File: src/rtl/uart_pkg.sv
// Shared definitions for the UART receive path: one-hot controller states,
// outcome-pulse bundle and default frame/idle/oversampling constants.
// Imported by uart_sync and uart_rx_ctrl.
package uart_pkg;

  localparam int FRAME_TICKS_DEF = 192;  // 16x oversampling * 12 bit times
  localparam int IDLE_TICKS_DEF  = 16;   // one bit time of quiet line
  localparam int OVERSAMPLE_DEF  = 16;

  // Idle level of an asynchronous serial line.
  localparam logic LINE_IDLE = 1'b1;

  typedef enum logic [5:0] {
    ST_IDLE    = 6'b000001,
    ST_ARM     = 6'b000010,
    ST_START   = 6'b000100,
    ST_WAIT    = 6'b001000,
    ST_CAPTURE = 6'b010000,
    ST_RECOVER = 6'b100000
  } state_e;

  // Registered rising-edge pulses of the receiver status flags.
  typedef struct packed {
    logic done;
    logic perr;
    logic ferr;
  } outcome_t;

endpackage

File: src/rtl/uart_sync.sv
// Serial pad synchroniser with a registered falling-edge detector.
// Ports: clk, rst_n, rx_pin (async pad) -> rx_sync (pin delayed SYNC_STAGES
// clocks, resets to idle-high), fall (one-cycle pulse, one clock after rx_sync drops).
module uart_sync
  import uart_pkg::*;
#(
  parameter int SYNC_STAGES = 2
) (
  input  logic clk,
  input  logic rst_n,
  input  logic rx_pin,
  output logic rx_sync,
  output logic fall
);

  logic [SYNC_STAGES-1:0] sync_q, sync_d;
  logic                   prev_q, prev_d;
  logic                   fall_q, fall_d;

  always_comb begin
    sync_d = {sync_q[SYNC_STAGES-2:0], rx_pin};
    prev_d = sync_q[SYNC_STAGES-1];
    fall_d = prev_q & ~sync_q[SYNC_STAGES-1];
  end

  always_ff @(posedge clk or negedge rst_n) begin
    if (!rst_n) begin
      sync_q <= {SYNC_STAGES{LINE_IDLE}};
      prev_q <= LINE_IDLE;
      fall_q <= 1'b0;
    end else begin
      sync_q <= sync_d;
      prev_q <= prev_d;
      fall_q <= fall_d;
    end
  end

  assign rx_sync = sync_q[SYNC_STAGES-1];
  assign fall    = fall_q;

endmodule

File: src/rtl/uart_rx_ctrl.sv
// UART receive sequencer: synchronises the pad, fires rx_start on a start edge,
// watches the frame with a tick watchdog and delivers bytes on valid/ready with
// sticky error status. Ports: pad/tick/enable in; receiver handshake
// (rx_start out, rx_done/rx_busy/error flags/rx_dout in); byte stream
// (m_data/m_valid out, m_ready in); status (clr_status in, sticky flags and
// ctrl_busy out). Optional UART_RX_ERR_CNT_EN adds saturating error counters.
module uart_rx_ctrl
  import uart_pkg::*;
#(
  parameter int DATA_WD     = 8,
  parameter int FRAME_TICKS = FRAME_TICKS_DEF,
  parameter int IDLE_TICKS  = IDLE_TICKS_DEF,
  parameter int SYNC_STAGES = 2
) (
  input  logic               clk,
  input  logic               rst_n,
  input  logic               enable,
  input  logic               rx_pin,
  input  logic               tick,
  output logic               rx_sync,
  output logic               rx_start,
  input  logic               rx_done,
  input  logic               rx_busy,
  input  logic               parity_error_flag,
  input  logic               framing_error_flag,
  input  logic [DATA_WD-1:0] rx_dout,
  output logic [DATA_WD-1:0] m_data,
  output logic               m_valid,
  input  logic               m_ready,
  input  logic               clr_status,
  output logic               frame_err,
  output logic               parity_err,
  output logic               overrun,
  output logic               timeout,
`ifdef UART_RX_ERR_CNT_EN
  output logic [15:0]        frame_err_cnt,
  output logic [15:0]        parity_err_cnt,
  output logic [7:0]         timeout_cnt,
`endif
  output logic               ctrl_busy
);

  localparam int WD_W = $clog2(FRAME_TICKS + 1);
  localparam int ID_W = $clog2(IDLE_TICKS + 1);
  localparam logic [WD_W-1:0] WD_LIM = WD_W'(FRAME_TICKS);
  localparam logic [ID_W-1:0] ID_LIM = ID_W'(IDLE_TICKS);

  logic fall;

  state_e             state_q, state_d;
  logic               rx_start_q, rx_start_d;
  logic               done_prev_q, perr_prev_q, ferr_prev_q;
  outcome_t           rise_q, rise_d;
  logic [WD_W-1:0]    wd_q, wd_d;
  logic [ID_W-1:0]    idle_q, idle_d;
  logic [DATA_WD-1:0] m_data_q, m_data_d;
  logic               m_valid_q, m_valid_d;
  logic               frame_err_q, frame_err_d;
  logic               parity_err_q, parity_err_d;
  logic               overrun_q, overrun_d;
  logic               timeout_q, timeout_d;

  logic set_perr, set_ferr, set_to, set_ovr, load;

  uart_sync #(
    .SYNC_STAGES(SYNC_STAGES)
  ) u_sync (
    .clk    (clk),
    .rst_n  (rst_n),
    .rx_pin (rx_pin),
    .rx_sync(rx_sync),
    .fall   (fall)
  );

  // Receiver flags are levels; only their rising edges count as outcomes.
  always_comb begin
    rise_d.done = rx_done & ~done_prev_q;
    rise_d.perr = parity_error_flag & ~perr_prev_q;
    rise_d.ferr = framing_error_flag & ~ferr_prev_q;
  end

  // Watchdog runs only in WAIT; every other state (START included) clears it.
  always_comb begin
    wd_d = '0;
    if (state_q == ST_WAIT) begin
      wd_d = wd_q;
      if (tick && (wd_q != WD_LIM)) wd_d = wd_q + WD_W'(1);
    end
  end

  // Quiet-line counter: any low tick restarts the count.
  always_comb begin
    idle_d = '0;
    if (state_q == ST_RECOVER) begin
      idle_d = idle_q;
      if (tick) begin
        if (!rx_sync)             idle_d = '0;
        else if (idle_q != ID_LIM) idle_d = idle_q + ID_W'(1);
      end
    end
  end

  always_comb begin
    state_d  = state_q;
    set_perr = 1'b0;
    set_ferr = 1'b0;
    set_to   = 1'b0;
    load     = 1'b0;
    unique case (state_q)
      ST_IDLE: begin
        if (enable) state_d = ST_ARM;
      end
      ST_ARM: begin
        if (fall)         state_d = ST_START;
        else if (!enable) state_d = ST_IDLE;
      end
      ST_START: begin
        state_d = ST_WAIT;
      end
      ST_WAIT: begin
        // Errors outrank done so a corrupt byte is never delivered; any
        // outcome outranks the watchdog. enable is deliberately ignored here.
        if (rise_q.perr || rise_q.ferr) begin
          set_perr = rise_q.perr;
          set_ferr = rise_q.ferr;
          state_d  = ST_RECOVER;
        end else if (rise_q.done) begin
          state_d = ST_CAPTURE;
        end else if (wd_d == WD_LIM) begin
          set_to  = 1'b1;
          state_d = ST_RECOVER;
        end
      end
      ST_CAPTURE: begin
        load    = 1'b1;
        state_d = enable ? ST_ARM : ST_IDLE;
      end
      ST_RECOVER: begin
        // Do not re-arm into a receiver that is still shifting a frame.
        if ((idle_d == ID_LIM) && !rx_busy) state_d = enable ? ST_ARM : ST_IDLE;
      end
      default: begin
        state_d = ST_IDLE;
      end
    endcase
    rx_start_d = (state_d == ST_START);
  end

  // Holding register: a load may replace a byte only in its handshake cycle.
  always_comb begin
    m_data_d  = m_data_q;
    m_valid_d = m_valid_q;
    set_ovr   = 1'b0;
    if (m_valid_q && m_ready) m_valid_d = 1'b0;
    if (load) begin
      if (!m_valid_q || m_ready) begin
        m_data_d  = rx_dout;
        m_valid_d = 1'b1;
      end else begin
        set_ovr = 1'b1;
      end
    end
  end

  // Sticky flags: a set in the clearing cycle survives.
  always_comb begin
    frame_err_d  = set_ferr | (frame_err_q  & ~clr_status);
    parity_err_d = set_perr | (parity_err_q & ~clr_status);
    overrun_d    = set_ovr  | (overrun_q    & ~clr_status);
    timeout_d    = set_to   | (timeout_q    & ~clr_status);
  end

  always_ff @(posedge clk or negedge rst_n) begin
    if (!rst_n) begin
      state_q      <= ST_IDLE;
      rx_start_q   <= 1'b0;
      done_prev_q  <= 1'b0;
      perr_prev_q  <= 1'b0;
      ferr_prev_q  <= 1'b0;
      rise_q       <= '0;
      wd_q         <= '0;
      idle_q       <= '0;
      m_data_q     <= '0;
      m_valid_q    <= 1'b0;
      frame_err_q  <= 1'b0;
      parity_err_q <= 1'b0;
      overrun_q    <= 1'b0;
      timeout_q    <= 1'b0;
    end else begin
      state_q      <= state_d;
      rx_start_q   <= rx_start_d;
      done_prev_q  <= rx_done;
      perr_prev_q  <= parity_error_flag;
      ferr_prev_q  <= framing_error_flag;
      rise_q       <= rise_d;
      wd_q         <= wd_d;
      idle_q       <= idle_d;
      m_data_q     <= m_data_d;
      m_valid_q    <= m_valid_d;
      frame_err_q  <= frame_err_d;
      parity_err_q <= parity_err_d;
      overrun_q    <= overrun_d;
      timeout_q    <= timeout_d;
    end
  end

`ifdef UART_RX_ERR_CNT_EN
  logic [15:0] fe_cnt_q, fe_cnt_d;
  logic [15:0] pe_cnt_q, pe_cnt_d;
  logic [7:0]  to_cnt_q, to_cnt_d;

  // Clear first, then count, so an event in the clearing cycle reads as 1.
  always_comb begin
    fe_cnt_d = clr_status ? '0 : fe_cnt_q;
    pe_cnt_d = clr_status ? '0 : pe_cnt_q;
    to_cnt_d = clr_status ? '0 : to_cnt_q;
    if (set_ferr && (fe_cnt_d != '1)) fe_cnt_d = fe_cnt_d + 16'd1;
    if (set_perr && (pe_cnt_d != '1)) pe_cnt_d = pe_cnt_d + 16'd1;
    if (set_to   && (to_cnt_d != '1)) to_cnt_d = to_cnt_d + 8'd1;
  end

  always_ff @(posedge clk or negedge rst_n) begin
    if (!rst_n) begin
      fe_cnt_q <= '0;
      pe_cnt_q <= '0;
      to_cnt_q <= '0;
    end else begin
      fe_cnt_q <= fe_cnt_d;
      pe_cnt_q <= pe_cnt_d;
      to_cnt_q <= to_cnt_d;
    end
  end

  assign frame_err_cnt  = fe_cnt_q;
  assign parity_err_cnt = pe_cnt_q;
  assign timeout_cnt    = to_cnt_q;
`else
  // Counters absent: the sticky flags alone report errors.
`endif

  assign rx_start   = rx_start_q;
  assign m_data     = m_data_q;
  assign m_valid    = m_valid_q;
  assign frame_err  = frame_err_q;
  assign parity_err = parity_err_q;
  assign overrun    = overrun_q;
  assign timeout    = timeout_q;
  assign ctrl_busy  = !((state_q == ST_IDLE) || (state_q == ST_ARM));

endmodule

File: config.mk
export PLATFORM = sky130hd
export DESIGN_NAME = uart_rx_ctrl
export DESIGN_NICKNAME = d
export VERILOG_FILES = /design/src/rtl/uart_pkg.sv /design/src/rtl/uart_sync.sv /design/src/rtl/uart_rx_ctrl.sv
export SDC_FILE = /design/constraint.sdc
export NUM_CORES = 1
export LEC_CHECK = 0
export CORE_ASPECT_RATIO = 0.8
export CORE_MARGIN = 10
export CORE_UTILIZATION = 50
export DETAILED_ROUTE_END_ITERATION = 10
export DONT_BUFFER_PORTS = 1
export SLEW_MARGIN = 30
export SYNTH_ARGS = -nofsm -noshare
export SYNTH_HDL_FRONTEND = slang
export SYNTH_SLANG_ARGS = --single-unit
File: constraint.sdc
create_clock -name clk -period 5.6 [get_ports clk]
set_input_delay 1.68 -clock clk [delete_from_list [all_inputs] [get_ports clk]]
set_output_delay 1.68 -clock clk [all_outputs]
set_load 0.005 [all_outputs]
==> out/metrics.cfg, run 1 <==
[power]
power_density_nw_per_um2 = 273
ir_drop_v = 0.000213
leakage_nw = 0.994

[clock_network]
cts_max_path_buffers = 2
clkTransAtPathRegs_ns = 0.09
cts_made_buffers = 5
clock-sinks = 43
h-tree-depth = 2
clock_latency_ns = 0.29
root_buffer = clkbuf_8
cts_tree = done
post_cts_resize_count = 0
cts_setup_buffers = 0
hold_buffers = 0

[yosys]
async_flop_share_pct = 100
syn_inst = 196
synth-edff-count = 0
synth-seq-cells = 43
ys_seq_area_share_pct = 51.6
yosysUniqueCellTypes = 52
syn_area_per_cell_um2 = 10.7
syn_nets = 219
ys.warnings.count = 0
mappedNetlistArea_um2 = 2090
synthFlopType = dfrtp_1

[sta]
fin_crit_ns = 3.26
fin_tns_setup_ns = 0
fin_crit_sh_pct = 58.2
finalSetupViolCount = 0
hold_violations = 0
max_freq_mhz = 307
maxSlewHeadroom_pct = 59.2
rsz0062_at_grt = no
clock-skew-final_ns = 0.00640
slew_viol_final = 0
worst_pin_slew_ns = 0.607

[global_routing]
antenna_found_initial = 0
grt_pass1_wl_um = 6690
gr-total-overflow = 0
grt_max_degree = 44
grt_pass1_vias = 1413
grt_usage_pct = 11.3

[layout]
post-route-util_pct = 56.7
antenna_cells = 0
drive_above_1_share_pct = 13.6
syn_to_final_growth_pct = 6.27
fin_nets = 221

[placed_design]
place_hpwl_um = 3030
portBuffers = 0
place.gp.congestion = 0.872

[routing]
ant_nets = 0
post_drt_wl_per_cell_um = 16.1
wl_um = 4100
via_per_inst = 5.75
drcViolationCount = 0
vias = 1461
drt_iter0_markers = 29
dr.pass1.iters = 4

[critical_path]
crit_fanout = 11
path_class = reg -> out
cp.required_ns = 3.92
r2r-start = wd_q[0]
rrSetupSlack_ns = 3.32
rr_worst_depth = 7
start_kind = flop
cp-end-kind = primary output
r2r_end = state_q[5]
arrival_ns = 1.58

[floorplanning]
dieArea_um2 = 7190
die_h_um = 77.9
start_util_pct = 53.3
die_width_um = 92.4
io_pins = 35
num_rows = 20
core_area_um2 = 3930

[min_path]
hold_path_end = u_sync.sync_q[1]
whs_path_depth = 0
hp-start = u_sync.sync_q[0]
hp-class = reg -> reg

[run]
maxCapViolCount = 0

[status]
outcome = complete, no violations

## synth_stat cells (all sizes together), types with 4 or more instances
| cell type | n | share of area (%) |
|---|---|---|
| dfrtp | 39 | 47 |
| nor2 | 21 | 3.8 |
| inv | 14 | 2.5 |
| o21ai | 11 | 2.8 |
| nor2b | 9 | 2.7 |
| mux2 | 8 | 4.3 |
| nand2 | 8 | 1.4 |
| nand3 | 6 | 1.4 |
| nand4 | 6 | 2.1 |
| a21oi | 5 | 1.2 |
| o22ai | 5 | 1.8 |
| clkbuf | 4 | 1.2 |
| dfstp | 4 | 5.0 |
| ha | 4 | 2.4 |
| mux2i | 4 | 1.9 |
| xnor2 | 4 | 1.7 |
## critical path, stage by stage, from the launching register on
cell	delay [ns]
dfrtp_1	0.51
nor4_1	0.51
o21ai_0	0.26
## kinds of logic (layout without fill, tap and decap cells)
family,after synthesis,after routing,share of synthesized area [%]
compound gates,33,33,10.6
xor+xnor,7,7,2.93
fa+ha+maj,4,4,2.39
buf+inv,19,22,4.24
flops,43,43,51.6
mux,12,12,6.21
simple gates,78,78,22.0
## per-stage QoR
stage / instances / setup slack [ns] / hold WS (ns) / power [mW] / area (um2)
2_1_floorplan: 196 / 2.30 / 0.345 / 0.395 / 2090
3_3_place_gp: 246 / 2.37 / 0.351 / 0.405 / 2130
3_5_place_dp: 246 / 2.33 / 0.352 / 0.406 / 2130
4_1_cts: 254 / 2.36 / 0.365 / 0.613 / 2230
5_1_grt: 254 / 2.17 / 0.365 / 0.640 / 2230
6_report: 254 / 2.34 / 0.361 / 0.607 / 2230
## worst max path at each step
stage,end,depth (start not counted),slack [ns],from
2_1_floorplan,state_q[5],6,2.30,tick
3_3_place_gp,state_q[5],5,2.37,tick
3_5_place_dp,state_q[5],5,2.33,tick
4_1_cts,ctrl_busy,2,2.36,state_q[3]
5_1_grt,ctrl_busy,2,2.17,state_q[4]
6_report,ctrl_busy,2,2.34,state_q[4]
## metal layers
| layer | part of all wire, % | GRT usage (%) | routed length (um) |
|---|---|---|---|
| met4 | 0.61 | 2.77 | 25 |
| met5 | 0 | 0 | 0 |
| met1 | 45 | 14.2 | 1840 |
| met2 | 48 | 17.7 | 1970 |
| met3 | 6.4 | 4.62 | 262 |
## flip-flops by register name (all words and copies together), names as in the netlist, 2 cells and up
name	cells
idle_q	5
m_data	8
rise_q	3
state_q	6
u_sync.sync_q	2
wd_q	8
## layout by cell type, fill, tap and decap left out, drive strengths merged, types with 2 or more instances in the layout
cell type	instances
nand4bb	2
nor2b	9
and3b	2
nor2	21
or4b	2
o21ai	11
nand3b	3
ha	4
nand2	8
and3	3
nand4	6
nand3	6
mux2i	4
or4	2
o211ai	2
xor2	3
mux2	8
nor3	2
o22ai	5
inv	14
xnor2	4
dfstp	4
nor4	3
clkbuf	6
dfrtp	39
a21oi	5
nor4b	2
o31ai	2
## report_power, final
part | leakage [nW] | switching (mW) | internal, mW
Clock | 0.0474 | 0.107 | 0.101
Sequential | 0.574 | 0.0151 | 0.327
Combinational | 0.372 | 0.0301 | 0.0279
Total | 0.994 | 0.152 | 0.455
## final cells by class
type / count / area (um2)
sequential: 43 / 1080
fill: 340 / 1700
inverter: 14 / 52.6
clock buffer: 6 / 82.6
multi-input combinational: 134 / 925
clock inverter: 2 / 16.3
tap: 55 / 68.8
(Power assumes the default switching activity.)
==> run 2: changes to the inputs <==
Clock period 5.6 ns to 3.1 ns, I/O delays scaled along.
==> out/metrics.cfg, run 2 (synthesis gave the netlist of run 1 again) <==
[global_routing]
antenna_found_initial = 0  ; unchanged
grt_pass1_wl_um = 6870  ; was 6690 um
grt_usage_pct = 11.6  ; was 11.3%
gr-total-overflow = 0  ; unchanged
grt_max_degree = 44  ; unchanged
grt_pass1_vias = 1440  ; was 1,413

[power]
power_density_nw_per_um2 = 520  ; was 273 nW/um2
leakage_nw = 1.00  ; was 0.994 nW
ir_drop_v = 0.000264  ; was 0.000213 V

[layout]
antenna_cells = 0  ; unchanged
fin_nets = 221  ; unchanged
post-route-util_pct = 57.1  ; was 56.7%
drive_above_1_share_pct = 13.6  ; unchanged
final_common_cell = dfrtp_1  ; unchanged
final_cell_mix = dfrtp_1 (39), nor2_1 (21), inv_1 (14)  ; unchanged
fill_cells = 345  ; was 340
syn_to_final_growth_pct = 7.05  ; was 6.27%

[critical_path]
max_stage_delay_ns = 0.56  ; was 0.51 ns
arrival_ns = 1.66  ; was 1.58 ns
cp.required_ns = 2.17  ; was 3.92 ns
path_class = reg -> out  ; unchanged
cp_slowest_cell = nor4_1  ; was dfrtp_1
cp-end-kind = primary output  ; unchanged
worstPathCellList = nor4_1, o21ai_0  ; unchanged
crit_fanout = 11  ; unchanged
start_kind = flop  ; unchanged

[clock_network]
clock-sinks = 43  ; unchanged
cts_tree = done  ; unchanged
clkTransAtPathRegs_ns = 0.09  ; about the same
cts_made_buffers = 5  ; unchanged
clock_latency_ns = 0.30  ; was 0.29 ns
post_cts_resize_count = 0  ; unchanged
h-tree-depth = 2  ; unchanged
cts_max_path_buffers = 2  ; unchanged
cts_setup_buffers = 0  ; unchanged
root_buffer = clkbuf_8  ; unchanged
hold_buffers = 0  ; unchanged

[routing]
drcViolationCount = 0  ; unchanged
dr.pass1.iters = 4  ; unchanged
wl_um = 4140  ; was 4100 um
post_drt_wl_per_cell_um = 16.3  ; was 16.1 um
vias = 1455  ; was 1,461
ant_nets = 0  ; unchanged
via_per_inst = 5.73  ; was 5.75
drt_iter0_markers = 32  ; was 29

[sta]
hold_violations = 0  ; unchanged
finalSetupViolCount = 0  ; unchanged
clock-skew-final_ns = 0.0115  ; was 0.00640 ns
maxSlewHeadroom_pct = 55.6  ; was 59.2%
fin_crit_ns = 2.59
max_freq_mhz = 387
fin_tns_setup_ns = 0  ; unchanged
worst_pin_slew_ns = 0.660  ; was 0.607 ns
slew_viol_final = 0  ; unchanged
rsz0062_at_grt = no  ; unchanged
fin_crit_sh_pct = 83.4

[floorplanning]
io_pins = 35  ; unchanged
die_width_um = 92.4  ; unchanged
dieArea_um2 = 7190  ; unchanged
start_util_pct = 53.3  ; unchanged
die_h_um = 77.9  ; unchanged
core_area_um2 = 3930  ; unchanged
num_rows = 20  ; unchanged

[placed_design]
place.gp.congestion = 0.842  ; was 0.872
portBuffers = 0  ; unchanged
place_hpwl_um = 3120  ; was 3030 um

[run]
maxCapViolCount = 0  ; unchanged

[min_path]
hp-class = in -> async  ; was reg -> reg

[status]
outcome = complete, no violations  ; unchanged

-- run 2: cell type report --
cell class / instances / area, um2 / area share [%]
clock buffers: 5 / 68.8 / 3.07
inverters: 14 / 52.6 / 2.34
flip-flops and latches: 43 / 1080 / 48.2
well taps: 55 / 68.8 / 3.07
clock inverters: 3 / 46.3 / 2.06
multi-input cells: 134 / 925 / 41.2
-- run 2: final timing paths --
check,start,end,slack (ns),cells past startpoint
max,state_q[4],ctrl_busy,0.51,2
min,rst_n,wd_q[5],0.32,0
max reg2reg,wd_q[1],state_q[5],0.82,6
min reg2reg,u_sync.sync_q[0],u_sync.sync_q[1],0.36,0
max in group asynchronous,rst_n,state_q[0],2.60,0
min in group clk,u_sync.sync_q[0],u_sync.sync_q[1],0.36,0
-- run 2: per-stage QoR --
stage	setup slack, ns	area, um2	hold WS, ns	power [mW]	cells
after floorplan	0.550	2090	0.345	0.714	196
after global placement	0.624	2130	0.350	0.731	246
after detailed placement	0.592	2130	0.349	0.735	246
after CTS	0.542	2240	0.309	1.18	254
after global routing	0.317	2240	0.297	1.22	254
final	0.514	2240	0.320	1.17	254
-- run 2: layer usage --
metal  vias up  part of all wire (%)  GRT usage [%]
met5         -                     0              0
met4         0                  0.63           2.77
met3         5                   7.0           4.52
met2        37                    48           18.7
met1       716                    44           14.3
li1        697                     -              -
-- run 2: report_power, final --
part           internal (mW)  total [mW]  switching, mW  leakage, nW
logic                 0.0503       0.106         0.0553        0.372
clock network          0.243       0.441          0.199       0.0548
registers              0.590       0.618         0.0276        0.574
total                  0.883        1.17          0.282         1.00
-- run 2: critical path: cells and delay by family, from the launching register on --
kind,cells,cell delay (ns)
and+or+nand+nor,1,0.56
DFF,1,0.53
AOI/OAI and AO/OA,1,0.28
